[config.mk]
export PLATFORM = sky130hd
export DESIGN_NAME = comparator_seq
export DESIGN_NICKNAME = d
export VERILOG_FILES = /design/src/rtl/comparator_seq.sv
export SDC_FILE = /design/constraint.sdc
export NUM_CORES = 1
export LEC_CHECK = 0
export BUFFER_PORTS_ARGS = -buffer_cell sky130_fd_sc_hd__buf_2
export CAP_MARGIN = 20
export CORE_MARGIN = 2
export CORE_UTILIZATION = 45
export CTS_CLUSTER_DIAMETER = 40
export DETAILED_ROUTE_END_ITERATION = 10
export PLACE_DENSITY = 0.68
export SLEW_MARGIN = 25
export SYNTH_ARGS = -nofsm -noshare
export SYNTH_HDL_FRONTEND = slang
export SYNTH_SLANG_ARGS = --single-unit
[constraint.sdc]
create_clock -name clk -period 2.2 [get_ports clk]
set_input_delay 0.11 -clock clk [delete_from_list [all_inputs] [get_ports clk]]
set_output_delay 0.11 -clock clk [all_outputs]
set_load 0.02 [all_outputs]
[src/rtl/comparator_seq.sv]
// Sequential magnitude comparator: evaluates CHUNK bits per cycle, MSB chunk first,
// and stops at the first differing chunk. Signed compares flip the operand MSBs at latch time.
module comparator_seq #(
   parameter int WIDTH = 16,
   parameter int CHUNK = 4
) (
   input  logic             clk,
   input  logic             rst_n,
   input  logic             start,
   input  logic             signed_mode,
   input  logic [WIDTH-1:0] a,
   input  logic [WIDTH-1:0] b,
   output logic             busy,
   output logic             done,
   output logic [2:0]       cm
);

   localparam int NCHUNK = WIDTH / CHUNK;
   localparam int IW     = (NCHUNK > 1) ? $clog2(NCHUNK) : 1;
   localparam logic [WIDTH-1:0] MSB_MASK = WIDTH'(1) << (WIDTH - 1);

   typedef enum logic [1:0] {
      IDLE    = 2'd0,
      COMPARE = 2'd1,
      DONE    = 2'd2
   } state_t;

   state_t           state_r, state_s;
   logic [IW-1:0]    idx_r, idx_s;
   logic [WIDTH-1:0] a_r, a_s;
   logic [WIDTH-1:0] b_r, b_s;
   logic [2:0]       cm_r, cm_s;
   logic             busy_r;
   logic             done_r;
   logic [CHUNK-1:0] a_top_s;
   logic [CHUNK-1:0] b_top_s;

   // The latched operands shift left after each equal chunk, so the live chunk is always on top.
   assign a_top_s = a_r[WIDTH-1 -: CHUNK];
   assign b_top_s = b_r[WIDTH-1 -: CHUNK];

   // Next-state, operand shifting and result selection.
   always_comb begin
      state_s = state_r;
      idx_s   = idx_r;
      a_s     = a_r;
      b_s     = b_r;
      cm_s    = cm_r;
      case (state_r)
         IDLE: begin
            if (start) begin
               a_s     = a ^ (signed_mode ? MSB_MASK : {WIDTH{1'b0}});
               b_s     = b ^ (signed_mode ? MSB_MASK : {WIDTH{1'b0}});
               idx_s   = IW'(NCHUNK - 1);
               state_s = COMPARE;
            end else begin
               state_s = IDLE;
            end
         end
         COMPARE: begin
            if (a_top_s > b_top_s) begin
               cm_s    = 3'b100;
               state_s = DONE;
            end else if (a_top_s < b_top_s) begin
               cm_s    = 3'b001;
               state_s = DONE;
            end else if (idx_r == {IW{1'b0}}) begin
               cm_s    = 3'b010;
               state_s = DONE;
            end else begin
               idx_s   = idx_r - IW'(1);
               a_s     = a_r << CHUNK;
               b_s     = b_r << CHUNK;
               state_s = COMPARE;
            end
         end
         DONE: begin
            state_s = IDLE;
         end
         default: begin
            state_s = IDLE;
         end
      endcase
   end

   // State, datapath and output registers; busy/done are decoded from the next state so they track state_r.
   always_ff @(posedge clk or negedge rst_n) begin
      if (!rst_n) begin
         state_r <= IDLE;
         idx_r   <= {IW{1'b0}};
         a_r     <= {WIDTH{1'b0}};
         b_r     <= {WIDTH{1'b0}};
         cm_r    <= 3'b000;
         busy_r  <= 1'b0;
         done_r  <= 1'b0;
      end else begin
         state_r <= state_s;
         idx_r   <= idx_s;
         a_r     <= a_s;
         b_r     <= b_s;
         cm_r    <= cm_s;
         busy_r  <= (state_s != IDLE);
         done_r  <= (state_s == DONE);
      end
   end

   assign busy = busy_r;
   assign done = done_r;
   assign cm   = cm_r;

endmodule

* Word-level counts from Yosys, hierarchy flattened
Cells that the tools add are included.
** Storage, ports and cells
- Register bits after elaboration :: 41
- Bits in latches :: 0
- Memory bits (writable) :: 0
- Memory bits (read-only) :: 0
- Bits of input ports :: 36
- Output and inout bits :: 5
- Logic and storage cells :: 49
- Memories :: 0
** Operators by class
- $add $sub $neg :: 1
- $mul :: 0
- Div/mod/pow operators :: 0
- Order comparisons :: 2
- Eq/ne operators :: 6
- Shift-type cells :: 0
- Mux-type cells :: 24
- Bitwise gates (word level) :: 2
- Reduce and logical (&&, ||, !) cells :: 7
** Operator list (count)
- two-way mux 16 bit :: 9
- case mux 16 bit (2 select lines) :: 2
- XOR 16 bit :: 2
- two-way mux 2 bit :: 7
- two-way mux 3 bit :: 3
- inequality test 2 bit, second input constant :: 4
- case mux 2 bit (2 select lines) :: 2
- AND reduction 5 bit :: 1
- > comparator 4 bit :: 1
- zero test 2 bit :: 2
- < comparator 4 bit :: 1
- nonzero test 2 bit :: 2
- nonzero test 3 bit :: 1
- equality test 2 x 1 -> 1 bit, second input constant :: 1
- equality test 2 bit, second input constant :: 1
- AND reduction 2 bit :: 1
- subtractor 2 x 1 -> 2 bit, second input constant :: 1
- two-way mux 1 bit :: 1

* Logic depth before layout (Yosys ltp)
Gate-level depths: netlist of the first run.
- Depth in word-level cells :: 6
- Mapped depth :: 8
- Depth with buffers taken out :: 7

* Least setup slack after synthesis of the first run
Ideal clock, no wire load.
- Kind :: reg2reg
- From :: register a_r[15]
- To :: register b_r[10]
- Setup time :: 0.127 ns
- Arrival :: 1.892 ns
- Data required time :: 2.073 ns
- Slack :: 0.181 ns
- Cell stages (with the launch flop) :: 8
- Path buffers :: 1
- Period minus slack after synthesis :: 2.019 ns
- Cell sequence :: dfrtp_1 > ha_1 > nand4_1 > a311o_1 > a21o_1 > inv_4 > buf_8 > mux2_1
** Between the ends
- Cells in the longest elaborated chain, start to end :: 3
- Elaborated cells between the ends (all ways) :: 5
- Classes of those cells :: order compare: 2; eq/ne: 2; reduce/logical: 1
** RTL lines
- start: declaration :: line 30 : logic [WIDTH-1:0] a_r, a_s;
- start signal: assignment :: line 91 : a_r <= {WIDTH{1'b0}};
- start signal: assignment :: line 99 : a_r <= a_s;
- < comparator 4 bit or > comparator 4 bit (tied branches) :: line 64, 61
- inequality test 2 bit (no line)
- AND reduction 5 bit (no line) (*)
- end signal: assignment :: line 92 : b_r <= {WIDTH{1'b0}};
- end signal: assignment :: line 100 : b_r <= b_s;
- end: declaration :: line 31 : logic [WIDTH-1:0] b_r, b_s;
Mark *: on every way between the ends. The rest lies on a longest branch, timed or not.
A chain may end at the register's enable or synchronous reset.

* Final worst setup path of the first run
- From :: register a_r[14]
- To :: register b_r[6]
Same word-level chain as after synthesis.

==> results of run 1 <==
==> cell type report <==
class                   instances  area, um2  share of cell area
clock buffers                   6       72.6              0.0305
clock inverters                 2       10.0             0.00420
inverters                       9       38.8              0.0163
multi-input cells             129        872               0.366
flip-flops and latches         41       1030               0.431
well taps                      52       65.1              0.0273
repair buffers                 48        283               0.119
repair inverters                2       15.0             0.00630
==> critical path, cell delays in order (launching register included) <==
cell,delay [ns]
dfrtp_1,0.41
ha_1,0.31
nand4_1,0.16
a311o_1,0.40
a21o_4,0.27
clkinv_4,0.11
mux2_1,0.33
==> state kept, by name, summed over array words and instances (netlist names) <==
signal,cells
cm,3
idx_r,2
b_r,16
busy,1
done,1
state_r,2
a_r,16
==> placed cells by master, fill, tap and decap left out, types with 2 or more instances in the layout <==
cell / instances
a22o_1: 8
a21o_1: 3
clkinv_2: 2
o21ai_0: 2
clkinv_4: 2
nand2_1: 60
ha_1: 4
and2_1: 2
nor2_1: 2
mux2_2: 5
inv_1: 8
buf_4: 6
xnor2_1: 2
clkbuf_8: 5
a22oi_1: 2
mux2i_1: 8
dfrtp_1: 41
buf_2: 40
mux2_1: 15
nand2b_1: 3
a21oi_1: 4
==> stage by stage <==
stage	power (mW)	util	TNS, ns	instances	worst slack (ns)
after detailed placement	2.83	0.515	-0.503	275	-0.0491
after global routing	3.70	0.555	-0.0155	289	-0.00631
after global placement	2.78	0.515	0	275	0.0597
after CTS	3.31	0.537	-0.00169	284	-0.00169
final	3.39	0.555	0	289	0.0921
after floorplan	2.49	-	0	188	0.181
==> power breakdown <==
| part | internal (mW) | total (mW) | switching (mW) |
|---|---|---|---|
| sequential | 1.12 | 1.30 | 0.184 |
| combinational | 0.762 | 1.61 | 0.852 |
| clock | 0.220 | 0.474 | 0.254 |
| total | 2.10 | 3.39 | 1.29 |
==> path summary, 6_finish.rpt <==
path,from,to,slack [ns]
worst max-delay path,a_r[14],b_r[6],0.09
worst min-delay path,a[2],a_r[2],0.03
worst max register to register,a_r[14],b_r[6],0.09
worst min register to register,idx_r[0],idx_r[0],0.47
max in group asynchronous,rst_n,a_r[6],1.45
min in group asynchronous,rst_n,done,0.29
==> cells by family (layout without fill, tap and decap cells) <==
logic type	count (synthesis)	count (layout)	synth area share
compound gates	24	24	0.0921
buf+inv	18	67	0.0483
xor+xnor	2	2	0.00889
simple gates	70	70	0.144
mux	28	28	0.155
fa+ha+maj	5	5	0.0317
flops	41	41	0.521
==> what timing repair did <==
item / in CTS / in global routing
gates cloned: 0 / 2
gates resized for setup: 1 / 7
pin swaps: 1 / 2
hold endpoints to repair: 41 / 0
endpoints found under the setup margin: 23 / 23
hold buffers: 1 / 0
buffers inserted: 0 / 2
==> per-layer routing <==
metal  share of wire  up-vias
met2            0.46       34
met5               0        -
li1                -      723
met1            0.49      672
met4           0.010        0
met3           0.041        4
==> run summary, run 1 <==
The total power per unit cell area was 1420 nW/um2; the worst slack on hold paths was 0.0333 ns. The number of vias per cell was 4.96; the largest fanout of any net on the critical path was 11. The met1 demand-to-capacity share in global routing came out at 0.253. The run gives 4920 um2 as the die area. The routed design has 3.85 mm of wire.

Data on the critical path is required at its endpoint by 2.37 ns. The clock arrives with 0.00491 ns of skew. The logs give 0.252 for the met2 usage and 2380 um2 for the cell area after layout. The clock period could shrink to 2.11 ns. The number of clock buffers added by TritonCTS is 5.

Measured in cells, the most critical reg-to-reg path has a length of 6. The width of the chip is 70.2 um, and the top-area cell type share of the netlist area is 0.521. For the number of global-route vias before repair, the log shows 1,354.

By area the synthesized netlist is led by dfrtp_1, nand2_1, mux2_1. Across all layers, the routed design uses 1,433 vias. Counting instances, the worst hold path has a depth of 2. The highest clock frequency the design can meet was 474 MHz.

The most utilized layer in the global route result is met1. The iteration count of the initial detailed-routing pass was 4. Counting every sink on the clock net gives 41.

The fraction of registers with async set or reset after synthesis was 1.00; the total global routing track utilization was 0.170. For the count of final setup violators, the log shows 0. Ranked by instance count, the synthesized netlist is headed by nand2_1, dfrtp_1, mux2_1. For the cell count after synthesis, the log shows 188. The worst-case IR drop observed on VDD is 0.647 mV.

The height of the die is 70.2 um, and the number of synthesized flops with an enable pin is 0. Of all cell types, the one taking the most synthesized area is dfrtp_1. Pin placement for this block handled 41 I/O pins.

The first-pass GRT wire length was 6.58 mm; the headroom to the max-slew limit was 0.669. The final global-route overflow total came out at 0. The share of final-layout standard cells stronger than drive strength 1 is 0.278.

Clock tree synthesis selected as its root buffer the cell clkbuf_8. Total count of hold-check failures in the final report: 0. The longest clock path from root to sink contains 2 buffers. At the worst endpoint, the arrival time is 2.28 ns. TritonCTS built the clock tree. The sequential element share of the synthesized area is 0.521. In this run, the number of DRC markers left after iteration 0 of detailed routing was 77. The netlist uses 27 different library cells. In the final routed layout, each cell accounts on average for 13.3 um.

The static leakage power is 1.23 nW. The area of the mapped netlist was 1970 um2; the number of placement rows was 24. Flop and latch count out of synthesis: 41.

Entering global routing, the biggest net connects 42 pins. In this run the tool buffered the top-level ports with 40 buffer cells. The clock-pin transition on the worst setup and hold timing paths came out at 0.08 ns.

The worst setup path is captured at a flip-flop. The net count of the finished layout is 277. The per-instance average area after synthesis was 10.5 um2; the clock latency on the worst-skew pair was 0.29 ns. For the pin with the worst max-slew slack, the measured transition is 0.496 ns.

The final weighted congestion in routability-driven placement came out at 0.725. In this run the number of H-tree levels came out at 2. The starting density of the core is 0.459, and the final critical-path share of the clock period is 0.958. The number of inserted diodes is 0.

Met3 layer usage reported by global route: 0.0346. In the post-synthesis netlist, the cell with the most instances is nand2_1. Number of antenna violations at the first check in global routing: 0.

The total half-perimeter wirelength after legalization and detailed placement is 2.65 mm. Class of the worst hold path: input pin to flip-flop. The count of max-cap constraint violations is 0, and the number of nets still failing antenna checks after routing is 0. The final count of pins violating max slew was 0. The dominant synthesized flop cell is dfrtp_1. The kind of launch point of the worst setup path was a flip-flop.

The critical path is of the flip-flop to flip-flop type. The core region is 4290 um2. In the routed design, unresolved DRC markers number 0.

The logs give 414 for the count of filler cells inserted in the layout and 0 for the count of synthesis-stage warnings from yosys. The flow ran to the end, and the final reports show no timing, DRC or antenna violations. The run gives 2210 um2 as the post-detailed-placement cell area.

Compared with the post-synthesis result, the final layout area differs by 20.9%. The net count after synthesis came out at 229.
Power figures use the tool's default switching activity.
==> run 2, diff against run 1 <==
--- a/config.mk
+++ b/config.mk
@@ -5,13 +5,13 @@
 export SDC_FILE = /design/constraint.sdc
 export NUM_CORES = 1
 export LEC_CHECK = 0
+export ABC_AREA = 1
 export BUFFER_PORTS_ARGS = -buffer_cell sky130_fd_sc_hd__buf_2
 export CAP_MARGIN = 20
 export CORE_MARGIN = 2
 export CORE_UTILIZATION = 45
-export CTS_CLUSTER_DIAMETER = 40
 export DETAILED_ROUTE_END_ITERATION = 10
-export PLACE_DENSITY = 0.68
+export PLACE_DENSITY = 0.67
 export SLEW_MARGIN = 25
 export SYNTH_ARGS = -nofsm -noshare
 export SYNTH_HDL_FRONTEND = slang
==> run summary, run 2 <==
The fraction of registers with async set or reset after synthesis is 1.00. The worst-case IR drop observed on VDD is 0.586 mV. Before antenna repair, the detailed router went through 4 iterations. The share of final-layout standard cells stronger than drive strength 1 is 0.202.

The worst setup path is captured at a flip-flop. Detailed-route via count: 1,836. Ranked by instance count, the synthesized netlist is headed by nand2_1, dfrtp_1, nand3_1, inv_1, buf_2. The mapped netlist covers 2110 um2. The worst setup path is launched from a flip-flop.

The largest area contributor in the synthesized netlist is dfrtp_1. Dividing the detail-routed via count by the number of cells gives 4.98. In the layout the commonest cells are nand2_1, dfrtp_1, buf_2, nand3_1, inv_1. Buffers added to address setup during post-CTS repair amount to 0.

Power consumption: 3.27 mW. The number of nets in the synthesized netlist is 318. Setup total negative slack on the finished layout was measured at 0 ns. For the required time at the worst-slack endpoint, the log shows 2.38 ns.

Counting the fill cells in the layout gives 460. The most instantiated library cell after synthesis is nand2_1. Setup violations remaining at the end of the flow were counted as 0.

The count of max-cap constraint violations was 0. Yosys mapped a number of flops with a built-in enable equal to 0. The multi-input combinational cells in the finished layout cover a total of 955 um2. Top-area cell type share of the netlist area: 0.485. The tree is rooted in a clkbuf_8.

In this run the tool buffered the top-level ports with 40 buffer cells. The sequential element share of the synthesized area was 0.485; the first-pass GRT wire length was 8.22 mm. In this run the worst hold path is classified as input pin to flip-flop.

The synthesized netlist contains 22 unique library cells. In this run the count of I/O pins placed on the die edge is 41. The run gives 3.17 mm as the total half-perimeter wirelength after legalization and detailed placement. The worst path needs 1.80 ns of the cycle, external delays included. The signal on the critical path passes through inv_1 -> ha_1 -> nand2_2 -> nor3_4 -> nand3_4 -> buf_4 -> nand3_1 -> nand2_1. For the total global routing track utilization, the log shows 0.201.

The library cell used most frequently in the layout, excluding fill and tap cells, is nand2_1. The iteration-0 DRC count of the detailed router was 87. The flow ran to the end, and the final reports show no timing, DRC or antenna violations. The cell class contributing the biggest share of worst-path delay was simple AND/OR/NAND/NOR gates. The number of global-route vias before repair came out at 1,910. The total overflow left after global routing is 0. The logs give 4440 um2 for the total core area and 358 for the number of nets in the layout.

Each instance of the synthesized netlist takes up on average 7.63 um2. The tools report the maximum number of pins on one net before global-route repair as 42. The tools report the highest clock frequency the design can meet as 556 MHz. In this run the horizontal extent of the chip is 72.6 um.

In this run the vertical extent of the chip is 72.6 um. The logs give 0 for the number of nets still failing antenna checks after routing and 0.653 for the headroom to the max-slew limit. Final count of pins violating max slew: 0. Across all hold checks on the routed design, the worst slack comes to 0.0774 ns.

The logs give 0 for the total count of hold-check failures in the final report and 0 for the count of synthesis-stage warnings from yosys. The largest fanout of any net on the critical path works out to 19. The clock passes through at most 2 buffers. For the final database, setup skew stands at 0.00511 ns. The transition time at the pin with the least slew margin is 0.521 ns, and the combined flip-flop and latch cell area is 1030 um2. Relative to the synthesized area, the layout overhead comes to 15.4%.

The worst stage delay on the critical path came out at 0.36 ns. The number of antenna violations at the first check in global routing was 0; the clock buffer count from CTS was 5. In this run the power density over the cells is 1340 nW/um2. The floorplan step defined a die boundary enclosing 5260 um2. The most used flip-flop cell after synthesis is dfrtp_1.

The run gives 41 as the number of clock sinks. The final critical-path share of the clock period works out to 0.818. The critical path is of the flip-flop to flip-flop type.

Routability-driven placement finished with a final weighted congestion of 0.725. In the synthesized netlist, the number of instances is 277. The starting density of the core is 0.476, and the sum of routed wire length over all layers is 4.59 mm. Number of inserted diodes: 0. STA puts the critical path data arrival time at 1.97 ns.

The H-tree level count was 2; the average wire per standard cell was 12.4 um. Counting both buffers and inverters, the worst setup path holds a total of 2. The largest individual stage delay along the critical path comes from the cell dfrtp_1.

TritonCTS built the clock tree. Row generation in the floorplan step produced 24 rows. The later pin in the worst-skew pair is clocked with a latency of 0.29 ns. Flop and latch count out of synthesis: 41.

After clock tree synthesis, the repair step resized 0 gates. The number of buffers inserted for hold repair after clock tree synthesis is 1. The clock-pin transition on the worst setup and hold timing paths was 0.07 ns.

Sorting the synthesized cells by area gives the leading types as dfrtp_1, nand2_1, nand3_1. The logs give 0 for the number of DRC violations after detailed routing and 0.549 for the final core utilization. Setup repair after global routing left no endpoint under its margin. Static leakage power: 1.40 nW.
run 2: cell types whose count changed after synthesis, sizes merged, moves of 3 or more:
cell | before | now
nand2 | 60 | 145
nand3 | 0 | 36
mux2 | 20 | 0
a22o | 8 | 0
buf | 4 | 12
mux2i | 8 | 0
nand4 | 1 | 8
inv | 9 | 15
a21o | 4 | 0
a21oi | 5 | 1
clkbuf | 5 | 1
nand2b | 3 | 0
nor2 | 2 | 5
run 2: final cells by class:
cell class              instances  share of cell area
well taps                      52              0.0267
clock buffers                   7              0.0354
inverters                      15              0.0241
multi-input cells             208               0.391
repair buffers                 46               0.103
flip-flops and latches         41               0.420
run 2: cells by family after synthesis:
logic type	synth area share
flip-flops	0.485
AND/OR/NAND/NOR	0.407
buffers and inverters	0.0633
AO/OA/AOI/OAI	0.0154
adder cells (fa/ha/maj)	0.0296
run 2: worst register-to-register path: stages, from the launching register on:
cell     delay, ns
dfrtp_1       0.36
inv_1         0.05
ha_1          0.30
nand2_2       0.09
nor3_4        0.22
nand3_4       0.23
buf_4         0.29
nand3_1       0.10
nand2_1       0.06
run 2: per-stage QoR:
step	instance area (um2)	setup slack, ns	instances
after global placement	2340	0.474	361
after floorplan	2110	0.703	277
after detailed placement	2340	0.418	361
after CTS	2440	0.396	369
final	2440	0.401	369
after global routing	2440	0.248	369
run 2: path summary, 6_finish.rpt:
check / from / endpoint / slack, ns / depth (start not counted)
max: b_r[15] / a_r[2] / 0.40 / 8
min in group asynchronous: rst_n / cm[1] / 0.35 / 2
max reg2reg: b_r[15] / a_r[2] / 0.40 / 8
min: a[3] / a_r[3] / 0.08 / 3
min reg2reg: state_r[1] / busy / 0.46 / 1
max in group asynchronous: rst_n / b_r[13] / 1.50 / 2
run 2: where the power goes:
part | total [mW] | internal (mW) | switching (mW)
registers | 1.31 | 1.11 | 0.200
clock network | 0.487 | 0.249 | 0.238
logic | 1.48 | 0.522 | 0.954
total | 3.27 | 1.88 | 1.39
run 2: per-layer routing:
layer / track usage / wire length, um / up-vias
met5: 0 / 0 / -
met4: 0.0617 / 55 / 0
met3: 0.0375 / 119 / 7
met2: 0.360 / 2290 / 27
met1: 0.244 / 2130 / 848
li1: - / - / 954
